**src/rtl/pc_sequencer.sv**
```systemverilog
// Fetch-PC sequencer: branch/jump/jr/exception redirects with one MIPS delay slot plus a jr $31 return-address cross-check.
// Redirects land on the next edge; stall freezes every register including FSM, RAS and counter.
module pc_sequencer #(
    parameter int                ADDR_W       = 32,
    parameter logic [ADDR_W-1:0] RESET_VECTOR = 32'h0040_0000,
    parameter logic [ADDR_W-1:0] EXC_VECTOR   = 32'h8000_0180,
    parameter int                RAS_DEPTH    = 4
) (
    input  logic              clk,
    input  logic              rst,
    input  logic              stall,
    input  logic              dec_valid,
    input  logic [31:0]       instruction,
    input  logic              branch,
    input  logic              branch_taken,
    input  logic              jump,
    input  logic              jump_register,
    input  logic              link,
    input  logic [ADDR_W-1:0] register_value,
    input  logic              exception,
    output logic [ADDR_W-1:0] fetch_pc,
    output logic [ADDR_W-1:0] dec_pc,
    output logic [ADDR_W-1:0] link_addr,
    output logic              in_delay_slot,
    output logic [ADDR_W-1:0] epc,
    output logic              ras_empty,
    output logic [15:0]       ras_mismatch_count
);

    localparam int                PTR_W    = $clog2(RAS_DEPTH);
    localparam logic [PTR_W:0]    RAS_FULL = RAS_DEPTH[PTR_W:0];
    localparam logic [ADDR_W-1:0] PC_STEP  = ADDR_W'(4);
    localparam logic [ADDR_W-1:0] LINK_OFS = ADDR_W'(8);

    typedef enum logic [1:0] {
        S_BOOT = 2'd0,
        S_RUN  = 2'd1,
        S_EXC  = 2'd2
    } state_t;

    state_t state;
    state_t stateNext;

    logic [ADDR_W-1:0] pc4;
    logic [ADDR_W-1:0] brOffset;
    logic [ADDR_W-1:0] brTgt;
    logic [ADDR_W-1:0] jTgt;
    logic [ADDR_W-1:0] jrTgt;

    logic [ADDR_W-1:0] fetchNext;
    logic [ADDR_W-1:0] epcNext;
    logic              slotNext;

    logic              decLive;
    logic              ctrlLive;
    logic              takeJump;
    logic              takeBranch;
    logic              rasPush;
    logic              rasPop;
    logic              rasMiss;

    logic [ADDR_W-1:0] ras [RAS_DEPTH];
    logic [PTR_W-1:0]  rasPtr;
    logic [PTR_W:0]    rasCount;
    logic [ADDR_W-1:0] rasTop;

    logic              unusedBits;

    // Target arithmetic wraps modulo 2^ADDR_W.
    assign pc4       = dec_pc + PC_STEP;
    assign brOffset  = {{(ADDR_W-18){instruction[15]}}, instruction[15:0], 2'b00};
    assign brTgt     = pc4 + brOffset;
    assign jTgt      = {pc4[ADDR_W-1:28], instruction[25:0], 2'b00};
    assign jrTgt     = {register_value[ADDR_W-1:2], 2'b00};
    assign link_addr = dec_pc + LINK_OFS;

    assign unusedBits = ^{instruction[31:26], register_value[1:0]};

    // Decode is only meaningful in S_RUN; an exception flushes it, and a
    // control instruction sitting in a delay slot is treated as sequential.
    assign decLive    = (state == S_RUN) && dec_valid;
    assign ctrlLive   = decLive && !exception && !in_delay_slot;
    assign takeJump   = ctrlLive && jump;
    assign takeBranch = ctrlLive && !jump && branch && branch_taken;

    assign rasPush = takeJump && link;
    assign rasPop  = takeJump && jump_register && !link && (instruction[25:21] == 5'd31);

    assign ras_empty = (rasCount == '0);
    assign rasTop    = ras[rasPtr - 1'b1];
    assign rasMiss   = rasPop && !ras_empty && (rasTop != jrTgt);

    always_comb begin
        stateNext = S_RUN;
        fetchNext = fetch_pc + PC_STEP;
        epcNext   = epc;
        slotNext  = 1'b0;
        if (exception) begin
            stateNext = S_EXC;
            fetchNext = EXC_VECTOR;
            if (in_delay_slot) begin
                epcNext = dec_pc - PC_STEP;
            end else if (decLive) begin
                epcNext = dec_pc;
            end else begin
                epcNext = fetch_pc;
            end
        end else if (takeJump) begin
            fetchNext = jump_register ? jrTgt : jTgt;
            slotNext  = 1'b1;
        end else if (takeBranch) begin
            fetchNext = brTgt;
            slotNext  = 1'b1;
        end
    end

    always_ff @(posedge clk) begin
        if (rst) begin
            state              <= S_BOOT;
            fetch_pc           <= RESET_VECTOR;
            dec_pc             <= RESET_VECTOR;
            epc                <= '0;
            in_delay_slot      <= 1'b0;
            rasPtr             <= '0;
            rasCount           <= '0;
            ras_mismatch_count <= '0;
            for (int i = 0; i < RAS_DEPTH; i++) begin
                ras[i] <= '0;
            end
        end else if (!stall) begin
            state         <= stateNext;
            fetch_pc      <= fetchNext;
            dec_pc        <= fetch_pc;
            epc           <= epcNext;
            in_delay_slot <= slotNext;

            // Circular stack: a push onto a full stack silently drops the oldest entry.
            if (rasPush) begin
                ras[rasPtr] <= link_addr;
                rasPtr      <= rasPtr + 1'b1;
                if (rasCount != RAS_FULL) begin
                    rasCount <= rasCount + 1'b1;
                end
            end else if (rasPop && !ras_empty) begin
                rasPtr   <= rasPtr - 1'b1;
                rasCount <= rasCount - 1'b1;
            end

            if (rasMiss && (ras_mismatch_count != 16'hFFFF)) begin
                ras_mismatch_count <= ras_mismatch_count + 16'd1;
            end
        end
    end

endmodule

```
**config.mk**
```make
export PLATFORM = sky130hd
export DESIGN_NAME = pc_sequencer
export DESIGN_NICKNAME = d
export VERILOG_FILES = /design/src/rtl/pc_sequencer.sv
export SDC_FILE = /design/constraint.sdc
export NUM_CORES = 1
export LEC_CHECK = 0
export BUFFER_PORTS_ARGS = -buffer_cell sky130_fd_sc_hd__buf_4
export CORE_AREA = 2 2 222 180
export CTS_CLUSTER_DIAMETER = 100
export CTS_CLUSTER_SIZE = 40
export DETAILED_ROUTE_END_ITERATION = 6
export DIE_AREA = 0 0 224 182
export GPL_TIMING_DRIVEN = 1
export HOLD_SLACK_MARGIN = 0.15
export SYNTH_ARGS = -nofsm -noshare
export SYNTH_HDL_FRONTEND = slang
export SYNTH_SLANG_ARGS = --single-unit
```
**constraint.sdc**
```tcl
create_clock -name clk -period 11.1 [get_ports clk]
set_input_delay 0.555 -clock clk [delete_from_list [all_inputs] [get_ports clk]]
set_output_delay 0.555 -clock clk [all_outputs]
set_load 0.005 [all_outputs]
```
# == After elaboration in Yosys (flattened, before gate mapping) ==
# Memories as Yosys holds them, arrays and structs flattened.
# Cells that the tools add are included.
# classes
n_addsub,10
mul,0
n_div,0
magnitude_cmp,0
eq_ne,6
shifts,0
mux,24
bitwise_logic,1
reduce_logical,26
# ops
operator,n
two-way mux 32 bit,7
adder 32 x 3 -> 32 bit (second input constant),2
adder 32 bit,1
adder 32 x 4 -> 32 bit (second input constant),1
inequality test 32 bit,1
OR reduction 32 bit,1
subtractor 32 x 3 -> 32 bit (second input constant),1
adder 16 x 1 -> 16 bit (second input constant),1
inequality test 16 bit (second input constant),1
logical AND 1 bit,14
two-way mux 1 bit,10
two-way mux 3 bit,3
two-way mux 2 bit,4
AND reduction 2 bit,3
equality test 5 bit (second input constant),1
zero test 1 bit,5
adder 3 x 1 -> 3 bit (second input constant),1
zero test 3 bit,1
inequality test 3 bit (second input constant),1
AND reduction 3 bit,1
subtractor 3 x 1 -> 3 bit (second input constant),1
adder 2 x 1 -> 2 bit (second input constant),1
equality test 2 x 1 -> 1 bit (second input constant),1
inequality test 2 x 1 -> 1 bit (second input constant),1
other kinds (3),3
# totals
reg_bits,120
latch_bits,0
ram_bits,128
rom_bits,0
in_bits,74
output_inout_bits,146
elab_cells,76
n_memories,1
# mem_list
memory,words,word_bits,rd,rd_clocked_by_memory_dff,write_ports,line,source
ras,4,32,1,0,4,62,logic [ADDR_W-1:0] ras [RAS_DEPTH];

# == Logic depth before layout (Yosys ltp) ==
# Gate-level depths: netlist of the first run.
# depth
depth_word,12
ltp_mapped,17
mapped_depth_nobuf,16

# == Worst setup path before layout of the first run ==
# Ideal clock, no wire load.
# synth_timing
path_type,input port to flip-flop
startpoint,input dec_valid
endpoint,"memory ras[0][0], enable pin"
setup_time_ns,0.470
arrival_time_ns,4.062
t_required_ns,10.630
slack_ns,6.568
path_stages,6
path_buffers,2
path_cell_list,and3b_1 > clkbuf_1 > and3_1 > clkbuf_1 > nand2_1 > o31ai_1
# synth_lines
element,line,source
"start, declared",12,"input logic dec_valid,"
"end, declared",62,

# == Final worst setup path of the first run ==
# layout_timing
startpoint,register dec_pc[11]
endpoint,register fetch_pc[25]
# layout_via
elab_chain_len,5
# layout_rtl
element,line,source
"start, declared",22,"output logic [ADDR_W-1:0] dec_pc,"
"start signal, assigned",133,dec_pc <= fetch_pc;
adder 32 x 3 -> 32 bit,70,assign pc4 = dec_pc + PC_STEP;
adder 32 bit,72,assign brTgt = pc4 + brOffset;
two-way mux 32 bit,111,end else if (takeBranch) begin
two-way mux 32 bit,108,end else if (takeJump) begin
two-way mux 32 bit,98,if (exception) begin
"end signal, assigned",132,fetch_pc <= fetchNext;
"end, declared",21,"output logic [ADDR_W-1:0] fetch_pc,"
# No other way between the ends.
# A chain may end at the register's enable or synchronous reset.

==> reports/results.tsv, run 1 <==
metric	value	unit
run_status	finished, final reports clean	
yosysTopAreaCell	edfxtp_1	
vias_per_cell	5.81	
initial_core_util	39.2	%
drt_iter0_markers	1706	
antenna_left	0	
io_pins	220	
final_hold_viol_count	0	
leakage	7.33	nW
setup_viol	0	
timing.fmax	195	MHz
syn-num-nets	1805	
timing.rr.end	fetch_pc[25]$_SDFFE_PP0N_	
final_util	45.5	%
rsz0062_at_grt	no	
synth_most_common_cell	nor2_1	
max-slew-margin-rel	31.9	%
vias	13500	
hold_ws	378	ps
overflow	0	
critical_path_class	register to register	
grt_pass1_vias	12100	
cp-startpoint	dec_pc[11]$_SDFFE_PP0N_	
rows	65	
avgSynthCellArea	9.01	um^2
post-cts-setup-buffer-count	0	
crit_required	11500	ps
synthFlopType	edfxtp_1	
nets	1938	
finalCriticalPeriod	5130	ps
grt_pass1_wl	79400	um
yosysUniqueCellTypes	70	
worstPathArrival	5530	ps
clk_latency	540	ps
track_usage	25.9	%
ys_ff_latch	248	
firstDrtPassIters	5	
die_x	224	um
area_growth	16.1	%
hold_class	input pin to register	
ctsHoldBuffers	0	
netlist_top_cells_area	edfxtp_1 (25%), dfxtp_1 (16%), nor2_1 (6.5%), xnor2_1 (5.2%), mux4_2 (4.4%)	
drcViolationCount	0	
clock_sinks	248	
cts_buffer_depth	3	
worstMarginPinSlew	1020	ps
yosys.area.top_type_share	25.3	%
core	0.0388	mm^2
io_buffers	211	
place.gp.congestion	0.938	
worstRegToRegCells	14	
yosysSeqAreaShare	41.1	%
worstPathMaxFanout	10	
cp-start-kind	register	
antenna_found_initial	0	
grt_max_degree	83	
htreeDepth	1	
ys_top_cells_by_count	nor2_1 (262), nand2_1 (178), edfxtp_1 (128)	
r2r_slack	5970	ps
syn_area	0.0152	mm^2
antenna_cells	0	
r2r_start	dec_pc[11]$_SDFFE_PP0N_	
hpwl	40200	um
cp-endpoint	fetch_pc[25]$_SDFFE_PP0N_	
drv_cap	0	
slew_viol_final	0	
ys_warn_count	0	
hold_depth	2	
die_area	0.0408	mm^2
synthArstFlopShare	0	%
wirelength	54500	um
die_h	182	um
cts_tree	done	
finalSetupTns	0	ps
cts_resized	0	
synth_edf_count	128	
ir_drop	88.5	uV
drive_gt1_share	17.4	%
fin_skew	48.2	ps
power.density	102	mW/mm^2
final.period_utilization	46.2	%
crit_path_end_kind	register	
wl_per_cell	23.4	um
clk_pin_slew	140	ps
clockRootBuffer	clkbuf_16	
numCtsBuffers	12	
synth_cells	1689	
==> worst max-delay path, cell delays in order (launching register included) <==
cell      delay, ps
dfxtp_1         730
nand4_1         430
nor3_1          850
and3_1          360
xor2_1          190
ha_1            340
a21oi_1         230
nor2_1           60
a211oi_1        380
o21ai_0         130
a21oi_1         340
o21bai_1        150
and3b_1         190
o31ai_1         470
a211oi_1        150
==> routing by layer <==
layer  up-vias  global-route usage, %  share of wire [%]
li1       6244                      -                  -
met2       684                   37.3                 42
met1      6527                   40.5                 47
met4         0                   6.61                2.7
met3        70                   3.24                8.5
met5         -                      0                  0
==> placed cells by master, fill, tap and decap left out, types with 6 or more instances in the layout <==
master	synthesis	final
a221oi_1	10	10
nor4_1	7	7
and3_1	15	15
nand2b_1	11	11
nor2_1	262	262
nor2b_1	6	6
a21o_1	22	22
edfxtp_1	128	128
inv_1	55	55
clkbuf_16	0	14
nand4_1	39	39
nor3_1	34	32
mux2i_1	63	63
a211oi_1	35	35
o211ai_1	12	12
a311oi_1	7	7
xor2_1	65	65
nand3_1	46	46
a21oi_1	106	106
nand2_1	178	178
dfxtp_1	120	118
buf_4	5	243
mux4_2	30	30
and4_1	6	6
ha_1	40	40
and2_1	16	16
o31ai_1	10	7
or3_1	13	13
a22oi_1	8	8
xnor2_1	90	90
o21ai_0	58	58
==> cells by family (layout without fill, tap and decap cells) <==
group	count (synthesis)	in the layout	synth area share [%]
simple gates	655	655	19.5
flops	248	248	41.1
compound gates	309	309	13.0
xor+xnor	157	157	9.14
fa+ha+maj	42	42	3.55
buf+inv	180	318	4.74
mux	98	98	8.98
==> where the power goes <==
group          total [mW]  leakage, nW  internal, mW  switching (mW)
Clock               0.601        0.217         0.249           0.352
Sequential          0.998         2.29         0.983          0.0155
Combinational       0.210         4.83        0.0820           0.128
==> sequential cells by signal, summed over array words and instances (netlist names) <==
register            cells
fetch_pc               32
ras                   128
dec_pc                 32
rasPtr                  2
in_delay_slot           1
rasCount                3
state                   2
epc                    32
ras_mismatch_count     16
==> worst min path at each step <==
stage | slack, ps | from | endpoint
finish | 380 | rst | dec_pc[15]$_SDFFE_PP0N_
global route | 360 | rst | dec_pc[16]$_SDFFE_PP0N_
CTS | 370 | rst | dec_pc[16]$_SDFFE_PP0N_
detailed placement | 470 | epc[29]$_SDFFE_PP0P_ | epc[29]$_SDFFE_PP0P_
global placement | 450 | state[0]$_SDFFE_PP0N_ | state[0]$_SDFFE_PP0N_
floorplan | 440 | state[0]$_SDFFE_PP0N_ | state[0]$_SDFFE_PP0N_
==> through the flow <==
step	instance area [um^2]	power (mW)	cells	worst slack, ps
floorplan	15200	1.13	1689	6570
global placement	17200	1.22	2310	6210
detailed placement	17200	1.22	2310	6170
CTS	17700	1.81	2329	6140
global route	17700	1.86	2329	5750
finish	17700	1.81	2329	5970
==> final cells by class <==
type,count,area [um^2]
well taps,502,628
flip-flops and latches,248,6250
fillers,3757,21100
clock buffers,14,350
clock inverters,5,105
inverters,56,210
repair buffers,243,1820
multi-input cells,1261,8290
Note: power is estimated with default switching activity, not from simulation.
==> run 2, diff against run 1 <==
--- a/config.mk
+++ b/config.mk
@@ -5,12 +5,13 @@
 export SDC_FILE = /design/constraint.sdc
 export NUM_CORES = 1
 export LEC_CHECK = 0
+export ABC_AREA = 1
 export BUFFER_PORTS_ARGS = -buffer_cell sky130_fd_sc_hd__buf_4
-export CORE_AREA = 2 2 222 180
+export CORE_AREA = 2 2 234 190
 export CTS_CLUSTER_DIAMETER = 100
 export CTS_CLUSTER_SIZE = 40
 export DETAILED_ROUTE_END_ITERATION = 6
-export DIE_AREA = 0 0 224 182
+export DIE_AREA = 0 0 236 192
 export GPL_TIMING_DRIVEN = 1
 export HOLD_SLACK_MARGIN = 0.15
 export SYNTH_ARGS = -nofsm -noshare
==> constraint.sdc (replaced) <==
create_clock -name clk -period 4.7 [get_ports clk]
set_input_delay 0.235 -clock clk [delete_from_list [all_inputs] [get_ports clk]]
set_output_delay 0.235 -clock clk [all_outputs]
set_load 0.005 [all_outputs]
==> reports/results.tsv, run 2 <==
metric	value	unit
largest_reg_flops	128	
yosysTopAreaCell	edfxtp_1	
yosysSeqAreaShare	36.9	%
post-cts-setup-buffer-count	0	
io_pins	220	
syn-num-nets	2585	
max-slew-margin-rel	30.6	%
final.period_utilization	90.0	%
track_usage	31.6	%
syn_area	0.0169	mm^2
drcViolationCount	0	
final_common_cell	nand2_1	
power.density	242	mW/mm^2
core	0.0428	mm^2
r2r_start	dec_pc[3]$_SDFFE_PP0N_	
p_seq_share	51.2	%
grt_pass1_vias	16800	
cp-startpoint	dec_pc[3]$_SDFFE_PP0N_	
htreeDepth	1	
rows	68	
die_area	0.0453	mm^2
worstMarginPinSlew	1040	ps
overflow	0	
synth_top_family_by_area	simple AND/OR/NAND/NOR gates	
cts_tree	done	
nets	2735	
synth_edf_count	128	
yosysUniqueCellTypes	53	
vias_per_cell	5.71	
synth_cells	2469	
vias	18200	
cp-start-kind	register	
final_util	45.6	%
fillers	4408	
layout_setup_ws	470	ps
postPlaceCellArea	0.0190	mm^2
synth_compound_area_share	13.6	%
hold_depth	5	
r2r_slack	470	ps
synthMuxAreaShare	0	%
final_hold_viol_count	0	
timing.fmax	236	MHz
antenna_cells	0	
leakage	8.79	nW
hpwl	55500	um
setup_viol	0	
crit_required	5090	ps
final_cell_mix	nand2_1 (604), nor2_1 (337), inv_1 (262)	
cts_buffer_depth	3	
die_x	236	um
clk_pin_slew	120	ps
drv_cap	0	
worstRegToRegCells	22	
post-place-ws	585	ps
netlist_top_cells_area	edfxtp_1 (23%), dfxtp_1 (14%), nand2_1 (13%), nor2_1 (7.5%), inv_1 (5.8%)	
drt_iter0_markers	2369	
clockRootBuffer	clkbuf_16	
ir_drop	208	uV
ys_warn_count	0	
firstDrtPassIters	6	
slew_viol_final	0	
io_buffers	211	
multiInputGateArea	0.00911	mm^2
finalSetupTns	0	ps
wl_per_cell	23.0	um
p_sw	1.53	mW
run_status	finished, final reports clean	
timing.rr.end	fetch_pc[22]$_SDFFE_PP1N_	
drive_gt1_share	12.5	%
cp-endpoint	fetch_pc[22]$_SDFFE_PP1N_	
hold_class	input pin to register	
worstPathMaxFanout	6	
hold_ws	162	ps
antenna_found_initial	0	
finalCriticalPeriod	4230	ps
initial_core_util	39.6	%
clock_sinks	248	
seqCellArea	0.00625	mm^2
grt_pass1_wl	107000	um
synth-xor-area-share	4.50	%
die_h	192	um
grt_max_degree	80	
avgSynthCellArea	6.86	um^2
ys_ff_latch	248	
internal_power	3.20	mW
worstPathArrival	4620	ps
synth_most_common_cell	nand2_1	
synthArstFlopShare	0	%
area_growth	15.1	%
rsz0062_at_grt	no	
fin_area	0.0195	mm^2
ys_top_cells_by_count	nand2_1 (604), nor2_1 (339), inv_1 (264)	
top_register	ras	
clk_latency	530	ps
crit_path_end_kind	register	
critical_path_class	register to register	
cts_resized	0	
wirelength	73200	um
synth_adder_area_share	3.19	%
yosys.area.top_type_share	22.7	%
place.gp.congestion	1.01	
numCtsBuffers	13	
synth-simple-area-share	32.3	%
fin_skew	34.9	ps
p_comb_share	18.3	%
power.share.clock	30.5	%
netSwitchingFraction	32.4	%
antenna_left	0	
synthFlopType	edfxtp_1	
[run 2: logic make-up (layout without fill, tap and decap cells)]
kind of cell / after synthesis / count (layout)
flip-flops: 248 / 248
buffers and inverters: 399 / 555
XOR/XNOR: 87 / 87
adder cells (fa/ha/maj): 42 / 42
AO/OA/AOI/OAI: 413 / 413
AND/OR/NAND/NOR: 1280 / 1280
[run 2: what timing repair did]
item,4_1_cts,5_1_grt
hold buffers,5,0
hold endpoints to repair,5,0
endpoints found under the setup margin,0,0
[run 2: cell type report]
class                      count  area share [%]
tap                          560            3.59
inverter                     278            5.36
clock buffer                  13            1.67
timing repair buffer         256            9.92
multi-input combinational   1822            46.7
sequential                   248            32.0
clock inverter                 8           0.674
[run 2: metal layers]
metal	vias to the layer above	track usage [%]	wire [um]
li1	8445	-	-
met1	8597	46.6	32300
met2	1026	47.0	30600
met3	110	5.61	8040
met4	0	9.24	2260
met5	-	0	0
[run 2: stage by stage]
stage,power [mW],cells
floorplan,2.91,2469
global placement,3.30,3159
detailed placement,3.30,3159
CTS,4.72,3185
global route,4.88,3185
finish,4.73,3185
[run 2: power groups by stage]
| stage | clock network [mW] | registers [mW] | logic (mW) |
|---|---|---|---|
| after CTS | 1.45 | 2.42 | 0.846 |
| after global routing | 1.51 | 2.43 | 0.937 |
| after global placement | 0 | 2.46 | 0.836 |
| after floorplan | 0 | 2.43 | 0.479 |
| final | 1.44 | 2.42 | 0.866 |
| after detailed placement | 0 | 2.47 | 0.838 |
[run 2: critical path, stage by stage, from the launching register on]
cell     delay (ps)
dfxtp_1         490
ha_1            280
inv_1            70
nor2_2          120
inv_1            70
nor2_2          170
inv_1            60
nor2_1           80
nand3_1         100
nor2_1          140
xor2_1          410
nand2_1          80
o21ai_0          90
inv_1           120
ha_1            400
a21oi_1         210
o21ai_0         220
a21oi_1         230
nand3_1         130
xnor2_1         320
nand2_1          90
a21oi_1         120
o21ai_0          80
[run 2: how the worst min path moves through the flow]
stage / startpoint / to
global placement: rasCount[2]$_SDFFE_PP0P_ / rasCount[2]$_SDFFE_PP0P_
CTS: instruction[8] / fetch_pc[10]$_SDFFE_PP0N_
detailed placement: rasCount[2]$_SDFFE_PP0P_ / rasCount[2]$_SDFFE_PP0P_
finish: instruction[8] / fetch_pc[10]$_SDFFE_PP0N_
floorplan: rasCount[2]$_SDFFE_PP0P_ / rasCount[2]$_SDFFE_PP0P_
global route: rst / in_delay_slot$_SDFFE_PP0N_
==> run 3, diff against run 2 <==
--- a/config.mk
+++ b/config.mk
@@ -5,13 +5,12 @@
 export SDC_FILE = /design/constraint.sdc
 export NUM_CORES = 1
 export LEC_CHECK = 0
-export ABC_AREA = 1
 export BUFFER_PORTS_ARGS = -buffer_cell sky130_fd_sc_hd__buf_4
-export CORE_AREA = 2 2 234 190
+export CORE_AREA = 2 2 222 180
 export CTS_CLUSTER_DIAMETER = 100
 export CTS_CLUSTER_SIZE = 40
 export DETAILED_ROUTE_END_ITERATION = 6
-export DIE_AREA = 0 0 236 192
+export DIE_AREA = 0 0 224 182
 export GPL_TIMING_DRIVEN = 1
 export HOLD_SLACK_MARGIN = 0.15
 export SYNTH_ARGS = -nofsm -noshare
==> constraint.sdc (replaced) <==
create_clock -name clk -period 5 [get_ports clk]
set_input_delay 0.25 -clock clk [delete_from_list [all_inputs] [get_ports clk]]
set_output_delay 0.25 -clock clk [all_outputs]
set_load 0.005 [all_outputs]
==> reports/results.tsv, run 3 (synthesized netlist as in run 1, its figures left out) <==
metric	value	unit
run_status	finished, final reports clean	
layout_setup_ws	578	ps
die_x	224	um
r2r_slack	580	ps
ir_drop	204	uV
ctsHoldBuffers	1	
die_h	182	um
hpwl	41400	um
worstRegToRegCells	15	
power.density	225	mW/mm^2
wirelength	55100	um
whs_endpoint	fetch_pc[2]$_SDFFE_PP0N_	
largest_reg_flops	128	
top_register	ras	
firstDrtPassIters	5	
rsz0062_at_grt	no	
vias_per_cell	5.80	
timing.fmax	226	MHz
antenna_cells	0	
worstPathArrival	4790	ps
path_cells	nand4_1 -> nor3_1 -> buf_4 -> and3_1 -> xor2_1 -> ha_1 -> a21oi_1 -> nor2_1 -> a211oi_1 -> o21ai_0 -> a21oi_1 -> o21bai_1 -> and3b_1 -> o31ai_1 -> a211oi_1	
clk_pin_slew	140	ps
io_buffers	211	
io_pins	220	
place.gp.congestion	0.939	
wl_per_cell	23.5	um
setup_viol	0	
final_cells	2346	
post-cts-setup-buffer-count	0	
overflow	0	
hold_class	input pin to register	
nets	1954	
initial_core_util	39.2	%
clockRootBuffer	clkbuf_16	
area_growth	16.9	%
cts_tree	done	
numCtsBuffers	12	
final_cell_mix	nor2_1 (262), buf_4 (257), nand2_1 (178)	
antenna_found_initial	1	
grt_pass1_vias	12500	
worstPathMaxFanout	15	
leakage	7.42	nW
finalCriticalPeriod	4420	ps
cp-start-kind	register	
seqCellArea	0.00625	mm^2
clock_sinks	248	
crit_path_max_incr_delay	750	ps
critical_path_class	register to register	
max-slew-margin-rel	28.0	%
fillers	3721	
cts_buffer_depth	3	
finalSetupTns	0	ps
rows	65	
slowest_stage	dfxtp_1	
post-place-ws	689	ps
place_inst	2325	
cts_resized	0	
drt_iter0_markers	1597	
r2r_start	dec_pc[9]$_SDFFE_PP0N_	
timing.rr.end	fetch_pc[25]$_SDFFE_PP0N_	
final_common_cell	nor2_1	
die_area	0.0408	mm^2
final.period_utilization	88.4	%
clk_latency	520	ps
min_from	instruction[0]	
crit_required	5370	ps
grt_max_degree	74	
multiInputGateArea	0.00829	mm^2
core	0.0388	mm^2
vias	13600	
worstMarginPinSlew	1080	ps
drcViolationCount	0	
hold_depth	5	
drive_gt1_share	18.0	%
drv_cap	0	
fin_skew	44.1	ps
slew_viol_final	0	
final_util	45.8	%
htreeDepth	1	
track_usage	26.4	%
antenna_left	0	
grt_pass1_wl	81100	um
crit_path_end_kind	register	
final_hold_viol_count	0	
==> run 3: how the worst max path moves through the flow <==
stage	to	startpoint	depth (start not counted)
floorplan	ras[0][0]$_SDFFCE_PN0P_	state[1]$_SDFFE_PP0N_	6
global placement	fetch_pc[25]$_SDFFE_PP0N_	dec_pc[9]$_SDFFE_PP0N_	15
detailed placement	fetch_pc[25]$_SDFFE_PP0N_	dec_pc[9]$_SDFFE_PP0N_	15
CTS	fetch_pc[25]$_SDFFE_PP0N_	dec_pc[9]$_SDFFE_PP0N_	15
global route	fetch_pc[25]$_SDFFE_PP0N_	dec_pc[9]$_SDFFE_PP0N_	15
finish	fetch_pc[25]$_SDFFE_PP0N_	dec_pc[9]$_SDFFE_PP0N_	15
==> run 3: per-layer routing <==
layer | vias up | share of wire, % | GRT usage, %
met5 | - | 0.018 | 0
met4 | 2 | 3.6 | 8.29
met3 | 84 | 9.4 | 4.74
met2 | 641 | 41 | 37.4
met1 | 6605 | 46 | 40.2
li1 | 6265 | - | -
==> run 3: critical path, delay by kind of cell, from the launching register on <==
family | cells | cell delay, ps
compound gates | 7 | 1790
simple gates | 5 | 1030
flops | 1 | 750
fa+ha+maj | 1 | 320
xor+xnor | 1 | 200
buf+inv | 1 | 180
==> run 3: power by group <==
part	internal, mW	total, mW	leakage (nW)	switching [mW]
clock network	0.575	1.31	0.211	0.732
registers	2.18	2.21	2.29	0.0327
logic	0.184	0.473	4.92	0.289
==> run 3: stage by stage <==
step / hold slack, ps / cell area (um^2) / power [mW]
finish: 169 / 17800 / 3.99
global placement: 462 / 17300 / 2.72
detailed placement: 467 / 17300 / 2.72
CTS: 159 / 17800 / 4.01
global route: 180 / 17800 / 4.12
floorplan: 417 / 15200 / 2.51
==> run 3: cell type report <==
type	instances	share of cell area, %
multi-input cells	1261	46.6
clock buffers	16	1.95
well taps	502	3.53
flip-flops and latches	248	35.1
repair buffers	259	11.0
clock inverters	4	0.556
inverters	56	1.18
